**src/rtl/mem_arb_pkg.sv**
```systemverilog
// Shared types and constants for the I/D-cache to main-memory arbiter.
// Holds the FSM state encoding, the owner codes shown on arb_owner,
// the arbitration-mode selectors and the default bus widths.
package mem_arb_pkg;

    // Arbiter FSM states
    typedef enum logic [1:0] {
        IDLE   = 2'b00,
        BUSY_I = 2'b01,
        BUSY_D = 2'b10,
        GAP    = 2'b11
    } arb_state_t;

    // Encodings driven on arb_owner
    localparam logic [1:0] OWN_NONE = 2'b00;
    localparam logic [1:0] OWN_I    = 2'b01;
    localparam logic [1:0] OWN_D    = 2'b10;

    // ARB_MODE selectors
    localparam int ARB_RR    = 0;  // round-robin between I and D
    localparam int ARB_DPRIO = 1;  // fixed priority, D wins ties

    // Default widths: block address is byte address [31:4], block is 16 bytes
    localparam int DEF_ADDR_W = 28;
    localparam int DEF_DATA_W = 128;

endpackage

```
**src/rtl/mem_arbiter.sv**
```systemverilog
// Purpose : shares one slow memory port between the I-cache and D-cache block interfaces.
// Latency : request sampled in IDLE appears on mem_* next cycle; ready/rdata forwarded combinationally.
// Backpressure: one transaction at a time; loser keeps its request held until granted, GAP cycle between grants.
//
// Ports:
//   clk, proc_reset           - clock, synchronous active-high reset
//   memI_* / memD_*           - cache-side block read/write request, address, write data;
//                               rdata/ready returned to that cache only while it owns memory
//   mem_read/write/addr/wdata - registered request to the shared memory
//   mem_rdata, mem_ready      - memory response (ready is a one-cycle pulse)
//   arb_owner                 - 00 none, 01 I-cache, 10 D-cache
module mem_arbiter
    import mem_arb_pkg::*;
#(
    parameter int ARB_MODE = ARB_RR,
    parameter int ADDR_W   = DEF_ADDR_W,
    parameter int DATA_W   = DEF_DATA_W
) (
    input  logic              clk,
    input  logic              proc_reset,

    input  logic              memI_read,
    input  logic              memI_write,
    input  logic [ADDR_W-1:0] memI_addr,
    input  logic [DATA_W-1:0] memI_wdata,
    output logic [DATA_W-1:0] memI_rdata,
    output logic              memI_ready,

    input  logic              memD_read,
    input  logic              memD_write,
    input  logic [ADDR_W-1:0] memD_addr,
    input  logic [DATA_W-1:0] memD_wdata,
    output logic [DATA_W-1:0] memD_rdata,
    output logic              memD_ready,

    output logic              mem_read,
    output logic              mem_write,
    output logic [ADDR_W-1:0] mem_addr,
    output logic [DATA_W-1:0] mem_wdata,
    input  logic [DATA_W-1:0] mem_rdata,
    input  logic              mem_ready,

    output logic [1:0]        arb_owner
);

    localparam logic P_D_PRIO = (ARB_MODE == ARB_DPRIO);

    arb_state_t        r_state;
    logic              r_last_d;     // last_grant: 0 = I, 1 = D
    logic              r_mem_read;
    logic              r_mem_write;
    logic [ADDR_W-1:0] r_mem_addr;
    logic [DATA_W-1:0] r_mem_wdata;
    logic [1:0]        r_owner;

    logic w_req_i;
    logic w_req_d;
    logic w_pick_d;
    logic w_done_i;
    logic w_done_d;

    assign w_req_i = memI_read | memI_write;
    assign w_req_d = memD_read | memD_write;

    // D wins when it is the only requester, when D has fixed priority,
    // or under round-robin when I was the most recent winner.
    assign w_pick_d = w_req_d & (~w_req_i | P_D_PRIO | ~r_last_d);

    always_ff @(posedge clk) begin
        if (proc_reset) begin
            r_state     <= IDLE;
            r_last_d    <= 1'b0;
            r_mem_read  <= 1'b0;
            r_mem_write <= 1'b0;
            r_mem_addr  <= '0;
            r_mem_wdata <= '0;
            r_owner     <= OWN_NONE;
        end else begin
            unique case (r_state)
                IDLE: begin
                    if (w_req_i | w_req_d) begin
                        if (w_pick_d) begin
                            r_mem_read  <= memD_read;
                            r_mem_write <= memD_write;
                            r_mem_addr  <= memD_addr;
                            r_mem_wdata <= memD_wdata;
                            r_last_d    <= 1'b1;
                            r_owner     <= OWN_D;
                            r_state     <= BUSY_D;
                        end else begin
                            r_mem_read  <= memI_read;
                            r_mem_write <= memI_write;
                            r_mem_addr  <= memI_addr;
                            r_mem_wdata <= memI_wdata;
                            r_last_d    <= 1'b0;
                            r_owner     <= OWN_I;
                            r_state     <= BUSY_I;
                        end
                    end
                end
                BUSY_I, BUSY_D: begin
                    // Cache inputs are ignored here; only the memory completion moves us on.
                    if (mem_ready) begin
                        r_mem_read  <= 1'b0;
                        r_mem_write <= 1'b0;
                        r_owner     <= OWN_NONE;
                        r_state     <= GAP;
                    end
                end
                GAP: begin
                    // One dead cycle so the served cache can drop its request.
                    r_state <= IDLE;
                end
                default: begin
                    r_state <= IDLE;
                end
            endcase
        end
    end

    // Completion is steered only to the current owner; a ready seen in
    // IDLE or GAP (stray, or late after a reset) never reaches a cache.
    assign w_done_i = (r_state == BUSY_I) & mem_ready;
    assign w_done_d = (r_state == BUSY_D) & mem_ready;

    assign memI_ready = w_done_i;
    assign memD_ready = w_done_d;
    assign memI_rdata = w_done_i ? mem_rdata : '0;
    assign memD_rdata = w_done_d ? mem_rdata : '0;

    assign mem_read  = r_mem_read;
    assign mem_write = r_mem_write;
    assign mem_addr  = r_mem_addr;
    assign mem_wdata = r_mem_wdata;
    assign arb_owner = r_owner;

endmodule
```
**config.mk**
```make
export PLATFORM = sky130hd
export DESIGN_NAME = mem_arbiter
export DESIGN_NICKNAME = d
export VERILOG_FILES = /design/src/rtl/mem_arb_pkg.sv /design/src/rtl/mem_arbiter.sv
export SDC_FILE = /design/constraint.sdc
export NUM_CORES = 1
export LEC_CHECK = 0
export CORE_AREA = 2 2 334 336
export CTS_CLUSTER_SIZE = 30
export DETAILED_ROUTE_END_ITERATION = 10
export DIE_AREA = 0 0 336 338
export GPL_TIMING_DRIVEN = 0
export PLACE_DENSITY_LB_ADDON = 0.08
export SYNTH_ARGS = -nofsm -noshare
export SYNTH_HDL_FRONTEND = slang
export SYNTH_SLANG_ARGS = --single-unit
export TNS_END_PERCENT = 1
```
**constraint.sdc**
```tcl
create_clock -name clk -period 2.18 [get_ports clk]
set_input_delay 0.218 -clock clk [delete_from_list [all_inputs] [get_ports clk]]
set_output_delay 0.218 -clock clk [all_outputs]
set_load 0.005 [all_outputs]
```
; ---- Word level (Yosys, flattened, before mapping)
; Cells that the tools add are included.
[word_totals]
elab_cells = 45
reg_bits = 163
[classes]
n_bitwise = 9
eq_ne = 5
n_reduce_logical = 6
mux = 18
[ops]
columns = cell, count
row1 = two-way mux 128 bit, 3
row2 = two-way mux 28 bit, 1
row3 = two-way mux 2 bit, 4
row4 = two-way mux 1 bit, 6
row5 = one-hot mux 2 bit (3 select lines), 1
row6 = "equality test 2 bit, second input constant", 2
row7 = "inequality test 2 bit, second input constant", 2
row8 = bitwise OR 1 bit, 4
row9 = one-hot mux 1 bit (2 select lines), 2
row10 = one-hot mux 2 bit (2 select lines), 1
row11 = AND reduction 2 bit, 2
row12 = bitwise AND 1 bit, 3
row13 = AND reduction 3 bit, 1
row14 = "equality test 2 x 1 -> 1 bit, second input constant", 1
row15 = zero test 2 bit, 1
row16 = NOT 1 bit, 2
row17 = nonzero test 2 bit, 1
row18 = OR reduction 2 bit, 1

; ---- Logic depth before layout (Yosys ltp)
; Gate-level depths: netlist of the first run.
[depth]
depth_word = 7
mapped_depth = 7
depth_no_buf = 6

; ---- Least setup slack after synthesis of the first run
; OpenSTA, ideal clock, no wires.
[synth_path]
path_kind = reg-to-reg
from = register r_state[0]
to = register r_mem_wdata[103] (netlist: mem_wdata[103])
slack_ns = 0.563
synth_period_minus_slack_ns = 1.617
path_stages_with_launch = 7
required_ns = 2.033
arrival_time_ns = 1.470
path_cell_list = dfxtp_1 -> inv_1 -> ha_1 -> a21boi_4 -> buf_2 -> buf_1 -> a311oi_2
[synth_via]
elab_chain_len = 2
[synth_rtl]
columns = item, line
row1 = "start, declared", mem_arbiter.sv:48  ; arb_state_t r_state;
row2 = "start signal, assigned", mem_arbiter.sv:71  ; r_state <= IDLE;
row3 = "start signal, assigned", mem_arbiter.sv:89  ; r_state <= BUSY_D;
row4 = "start signal, assigned", mem_arbiter.sv:97  ; r_state <= BUSY_I;
row5 = zero test 2 bit, mem_arbiter.sv:79  ; unique case (r_state)
row6 = AND reduction 2 bit (no line), --
row7 = "end signal, assigned", mem_arbiter.sv:86  ; r_mem_wdata <= memD_wdata;
row8 = "end signal, assigned", mem_arbiter.sv:94  ; r_mem_wdata <= memI_wdata;
row9 = "end, declared", mem_arbiter.sv:53  ; logic [DATA_W-1:0] r_mem_wdata;
; Every way passes these cells.
; A chain may end at the register's enable or synchronous reset.

; ---- Worst setup path in the final report of the first run
[layout_path]
from = register r_state[1]
to = output port memI_rdata[30]
[layout_via]
elab_chain_len = 3
[layout_rtl]
columns = item, line
row1 = equality test 2 x 1 -> 1 bit, mem_arbiter.sv:123  ; assign w_done_i = (r_state == BUSY_I) & mem_ready;
row2 = bitwise AND 1 bit, mem_arbiter.sv:123
row3 = two-way mux 128 bit, mem_arbiter.sv:128  ; assign memI_rdata = w_done_i ? mem_rdata : '0;
row4 = "end, declared", mem_arbiter.sv:26  ; output logic [DATA_W-1:0] memI_rdata,
; Every way passes these cells.

==> results_dict.tcl, run 1 <==
set metrics [dict create \
    cpMaxStageDelayCell "clkdlybuf4s50_1" \
    synthTopCellsByCount "nand2_1 (315), and3_1 (256), dfxtp_1 (163)" \
    portBuffers 862 \
    syn_nets 1683 \
    synth_seq_cells 163 \
    hp-class "input port to register" \
    p_per_area_nw_per_um2 1027 \
    rsz0062_at_grt "true" \
    cp_slowest_stage_delay_ns 0.53 \
    clock_sinks 163 \
    core_area_um2 110100 \
    synthDistinctLibCells 32 \
    clkLatencyLatePin_ns 0.50 \
    hold_end "mem_wdata[68]" \
    synth_edf_count 0 \
    synthesis.instances 1232 \
    cp.arrival_ns 2.15 \
    reg2regPathDepth 7 \
    critical-path-top-delay-family "buffers and inverters" \
    fin_worst_hold_slack_ns 0.2842 \
    async_flop_share_pct 0 \
    gp_congestion 0.9130 \
    path_class "register to output port" \
    r2r_start "r_state[0]" \
    min_period_ns 2.370 \
    fp-row-count 122 \
    avgSynthCellArea_um2 7.475 \
    ant_nets 0 \
    setup_viol 73 \
    finalSetupTns_ns -5.214 \
    cts_tree "built" \
    grt_antenna_before_repair 32 \
    hold_start "memI_wdata[68]" \
    tightest_slew_ns 1.111 \
    place_hpwl_um 76160 \
    synth_top_area_share_pct 35.43 \
    initial_core_util_pct 8.367 \
    htree_levels 4 \
    io_pins 865 \
    grt_max_degree 17 \
    place_inst 3582 \
    nNetsFinal 2573 \
    stdcell_count 3639 \
    yosys-top-cells-area "dfxtp_1 (35%), and3_1 (17%), nand2_1 (13%)" \
    drtIter0Drc 672 \
    clock.fmax_mhz 421.9 \
    die-area_um2 113600 \
    numCtsBuffers 17 \
    ff2ff_setup_slack_ns 0.13 \
    clock-root-buffer "clkbuf_16" \
    timing.final.crit_share_pct 108.7 \
    cp.required_ns 1.96 \
    power.leakage_nw 9.158 \
    setup_slack_ns -0.1902 \
    crit_path_cell_trace "inv_4, ha_4, clkbuf_16, clkbuf_4, and3_1, clkdlybuf4s50_1" \
    peakVddDrop_v 0.0005520 \
    drt_wl_total_um 91160 \
    worst-path-buf-inv 4 \
    placed_area_um2 19700 \
    dr.pass1.iters 5 \
    min_path_cells 3 \
    cp-start-kind "register" \
    clkTransAtPathRegs_ns 0.09 \
    synth_area_um2 9209 \
    drc 0 \
    die_w_um 336 \
    grt_pass1_wl_um 118500 \
    drv_slew 0 \
    die_height_um 338 \
    synth_most_common_cell "nand2_1" \
    synth_flop_cell "dfxtp_1" \
    fin_util_pct 18.76 \
    finalInstanceArea_um2 20640 \
    maxCapViolCount 0 \
    vias 13030 \
    yosys.area.top_type "dfxtp_1" \
    hold_viol 0 \
    viasPerCell 3.581 \
    drive_above_1_share_pct 12.88 \
    r2r-end "mem_wdata[27]" \
    grt_overflow 0 \
    grt_pass1_vias 13240 \
    worstSetupEndpointType "output port" \
    relSlewSlack_pct 25.90 \
    routedWlPerCell_um 25.05 \
    yosysSeqAreaShare_pct 35.43 \
    ys_warn_count 0 \
    fin_skew_ns 0.02135 \
    failed_checks "negative setup slack" \
    ctsLongestPathBuffers 2 \
    area_delta_synth_final_pct 124.2 \
    status "finished, violations left" \
    grtUsageTotal_pct 15.25 \
    path_max_fanout 10 \
]
## registers in the layout, summed over array words and instances (netlist names)
name       cells
arb_owner      2
mem_addr      28
mem_write      1
mem_read       1
r_state        2
r_last_d       1
mem_wdata    128
## cell usage in the layout, fill, tap and decap left out, types with 4 or more instances in the layout
cell             instances
nand2b_1                 5
dlygate4sd2_1          124
buf_4                   17
buf_6                   16
clkbuf_8                15
mux2i_1                  4
diode_2                 16
clkbuf_2                35
buf_2                   42
dlymetal6s2s_1           7
clkbuf_4                20
clkdlybuf4s50_1        645
a311oi_1               125
nand2_1                315
clkdlybuf4s15_2         33
clkbuf_16               22
nor2_1                 160
a311oi_2                31
and3_4                  13
clkdlybuf4s15_1         12
clkbuf_1                40
inv_6                    5
and3_1                 242
dfxtp_1                161
## layout make-up
cell class	count	area, um2
fill	12410	89410
timing repair buffer	871	8424
multi-input combinational	921	5331
sequential	163	3266
tap	1488	1862
buffer	144	1087
clock buffer	17	425.4
clock inverter	15	190.2
antenna	16	40.04
inverter	4	17.52
## cells by family (layout without fill, tap and decap cells)
group,after synthesis,count (layout),share of synthesized area [%]
buf+inv,148,1051,7.663
fa+ha+maj,4,4,0.5435
other cells,0,16,0
flops,163,163,35.43
simple gates,743,743,37.68
compound gates,169,169,18.13
mux,5,5,0.5571
## worst register-to-register path, delay by kind of cell (launching register included)
kind / cells / cell delay (ns)
AO/OA/AOI/OAI: 2 / 0.70
buffers and inverters: 3 / 0.61
flip-flops: 1 / 0.34
adder cells (fa/ha/maj): 1 / 0.23
AND/OR/NAND/NOR: 1 / 0.07
## stage by stage
step	power, mW	setup slack [ns]
after detailed placement	17.49	-1.059
after global routing	22.67	-0.2619
after CTS	21.50	-0.2500
after floorplan	9.697	0.5630
after global placement	17.53	-1.011
final	21.20	-0.1902
## metal layers
metal / vias up / part of all wire (%) / global-route usage [%]
met3: 76 / 7.1 / 5.045
met2: 473 / 48 / 25.07
li1: 6147 / - / -
met5: - / 0.11 / 0
met1: 6318 / 43 / 19.14
met4: 16 / 1.6 / 3.731
## what timing repair did
| item | 4_1_cts | 5_1_grt |
|---|---|---|
| gates resized for setup | 491 | 85 |
| hold buffers | 0 | 0 |
| pin swaps | 0 | 1 |
| endpoints found under the setup margin | 411 | 259 |
| setup buffers | 3 | 5 |
| gates cloned | 0 | 1 |
## report_power, final
part / internal [mW] / switching (mW) / total, mW
combinational: 6.09 / 6.44 / 12.5
clock: 1.83 / 1.66 / 3.50
sequential: 4.39 / 0.784 / 5.17
## worst max path at each step
stage	start	depth (start not counted)	slack (ns)	endpoint
2_1_floorplan	r_state[0]	6	0.56	mem_wdata[103]
3_3_place_gp	memI_read	6	-1.01	mem_addr[7]
3_5_place_dp	memI_read	6	-1.06	mem_addr[7]
4_1_cts	r_state[1]	6	-0.25	memI_rdata[44]
5_1_grt	r_state[1]	6	-0.26	memI_rdata[44]
6_report	r_state[1]	6	-0.19	memI_rdata[30]
(Power assumes the default switching activity.)
==> run 2, diff against run 1 <==
--- a/config.mk
+++ b/config.mk
@@ -5,6 +5,7 @@
 export SDC_FILE = /design/constraint.sdc
 export NUM_CORES = 1
 export LEC_CHECK = 0
+export ABC_CLOCK_PERIOD_IN_PS = 2180
 export CORE_AREA = 2 2 334 336
 export CTS_CLUSTER_SIZE = 30
 export DETAILED_ROUTE_END_ITERATION = 10
==> results of run 2 <==
Same layout as run 1: the final DEF is identical, and so are final timing and power.
==> run 3, diff against run 2 <==
--- a/config.mk
+++ b/config.mk
@@ -10,6 +10,7 @@
 export CTS_CLUSTER_SIZE = 30
 export DETAILED_ROUTE_END_ITERATION = 10
 export DIE_AREA = 0 0 336 338
+export GPL_ROUTABILITY_DRIVEN = 0
 export GPL_TIMING_DRIVEN = 0
 export PLACE_DENSITY_LB_ADDON = 0.08
 export SYNTH_ARGS = -nofsm -noshare
==> results_dict.tcl, run 3 (synthesized netlist as in run 1, its figures left out) <==
set metrics [dict create \
    rsz0062_at_grt "true" \
    grt_pass1_vias 13290 \
    wl_met1_um 38750 \
    ctsLongestPathBuffers 2 \
    failed_checks "negative setup slack" \
    status "finished, violations left" \
    place_hpwl_um 74720 \
    die-area_um2 113600 \
    power.leakage_nw 9.207 \
    crit_path_cell_trace "inv_4, ha_4, clkbuf_16, clkbuf_8, and3_1, clkdlybuf4s50_1" \
    dr.pass1.iters 5 \
    clock.fmax_mhz 426.2 \
    htree_levels 4 \
    tightest_slew_ns 1.069 \
    cpMaxStageDelayCell "clkdlybuf4s50_1" \
    min_period_ns 2.346 \
    drv_slew 0 \
    clock_sinks 163 \
    numCtsBuffers 17 \
    grt_pass1_wl_um 116600 \
    die_w_um 336 \
    nFillCells 12440 \
    setup_slack_ns -0.1664 \
    largest_reg_flops 128 \
    path_class "register to output port" \
    p_per_area_nw_per_um2 1026 \
    peakVddDrop_v 0.0006488 \
    worst-path-buf-inv 4 \
    layout_commonest_cell "clkdlybuf4s50_1" \
    grt_max_degree 17 \
    nNetsFinal 2574 \
    layout_common_cells "clkdlybuf4s50_1 (621), nand2_1 (314), and3_1 (234), dfxtp_1 (161), nor2_1 (160)" \
    drtIter0Drc 646 \
    clkTransAtPathRegs_ns 0.09 \
    initial_core_util_pct 8.367 \
    grtUsageTotal_pct 14.98 \
    vias 12950 \
    cp.required_ns 1.96 \
    area_delta_synth_final_pct 123.5 \
    drc 0 \
    top_layer_used "met5" \
    ant_nets 0 \
    cts_tree "built" \
    worstSetupEndpointType "output port" \
    setup_viol 19 \
    io_pins 865 \
    place_ws_ns -1.050 \
    placed_area_um2 19700 \
    grt_antenna_before_repair 30 \
    cp.arrival_ns 2.13 \
    ctsHoldBuffers 0 \
    hold_viol 0 \
    cp_slowest_stage_delay_ns 0.49 \
    fin_skew_ns 0.01200 \
    multi_input_area_um2 5378 \
    clkLatencyLatePin_ns 0.50 \
    path_max_fanout 10 \
    core_area_um2 110100 \
    drt_wl_total_um 89090 \
    seq_area_um2 3268 \
    grt_overflow 0 \
    drive_above_1_share_pct 14.79 \
    viasPerCell 3.558 \
    clock-root-buffer "clkbuf_16" \
    critical-path-top-delay-family "buffers and inverters" \
    finalInstanceArea_um2 20580 \
    timing.final.crit_share_pct 107.6 \
    routedWlPerCell_um 24.48 \
    relSlewSlack_pct 28.74 \
    dr_wl_met2_um 42130 \
    portBuffers 862 \
    hp-class "input port to register" \
    fp-row-count 122 \
    maxCapViolCount 0 \
    die_height_um 338 \
    met3_length_um 6637 \
    cp-start-kind "register" \
]
==> run 3: changes by cell type in the layout (fill, tap and decap cells not counted), moves of 3 or more <==
cell	delta
and3_1	-8
and3_4	+9
buf_2	+21
buf_4	-3
buf_6	+6
buf_8	+9
clkbuf_1	+6
clkbuf_2	+22
clkbuf_8	-5
clkdlybuf4s15_1	+34
clkdlybuf4s15_2	-17
clkdlybuf4s50_1	-24
dlygate4sd2_1	-59
dlymetal6s2s_1	+12
==> run 3: report_power, final <==
part / internal [mW] / leakage [nW] / switching [mW] / total, mW
Combinational: 6.15 / 7.56 / 6.40 / 12.6
Clock: 1.73 / 0.288 / 1.64 / 3.36
Sequential: 4.39 / 1.36 / 0.805 / 5.19
Total: 12.3 / 9.21 / 8.84 / 21.1
==> run 3: path summary, 6_finish.rpt <==
path	startpoint	cells past startpoint	slack, ns	end
hold reg to reg	arb_owner[1]	2	0.49	arb_owner[1]
setup / recovery	r_state[1]	6	-0.17	memI_rdata[23]
setup reg to reg	r_last_d	5	0.12	mem_wdata[116]
hold / removal	memI_wdata[64]	3	0.29	mem_wdata[64]
==> run 3: stage by stage <==
stage / TNS [ns] / instances / total power [mW] / hold slack (ns) / util, %
2_1_floorplan: 0 / 1232 / 9.697 / 0.3704 / -
3_5_place_dp: -203.73 / 3582 / 17.45 / 0.4846 / 17.90
3_3_place_gp: -201.19 / 3582 / 17.47 / 0.4784 / 17.90
4_1_cts: -10.90 / 3622 / 21.46 / 0.2364 / 18.74
6_report: -1.916 / 3639 / 21.11 / 0.2874 / 18.70
5_1_grt: -5.199 / 3632 / 22.58 / 0.2628 / 18.68
==> run 3: per-layer routing <==
metal | vias to the layer above | GRT usage, %
met3 | 69 | 4.868
met4 | 16 | 3.988
li1 | 6162 | -
met5 | - | 0
met1 | 6253 | 19.08
met2 | 446 | 24.16
==> run 3: cell type report <==
type                            instances  share of cell area (%)
Inverter                                4                 0.09728
Timing Repair Buffer                  872                   40.42
Multi-Input combinational cell        921                   26.13
Clock buffer                           18                   2.085
Antenna cell                           15                  0.1824
Sequential cell                       163                   15.88
Buffer                                144                   5.350
Tap cell                             1488                   9.047
Clock inverter                         14                  0.8086
==> run 3: repair_timing <==
item | CTS | global route
buffers inserted | 6 | 2
cloned | 2 | 0
endpoints found under the setup margin | 406 | 272
gates resized for setup | 533 | 230
==> run 3: worst min-delay path, stage by stage <==
cell	delay, ns
clkdlybuf4s50_1	0.40
nand2_1	0.06
a311oi_1	0.07
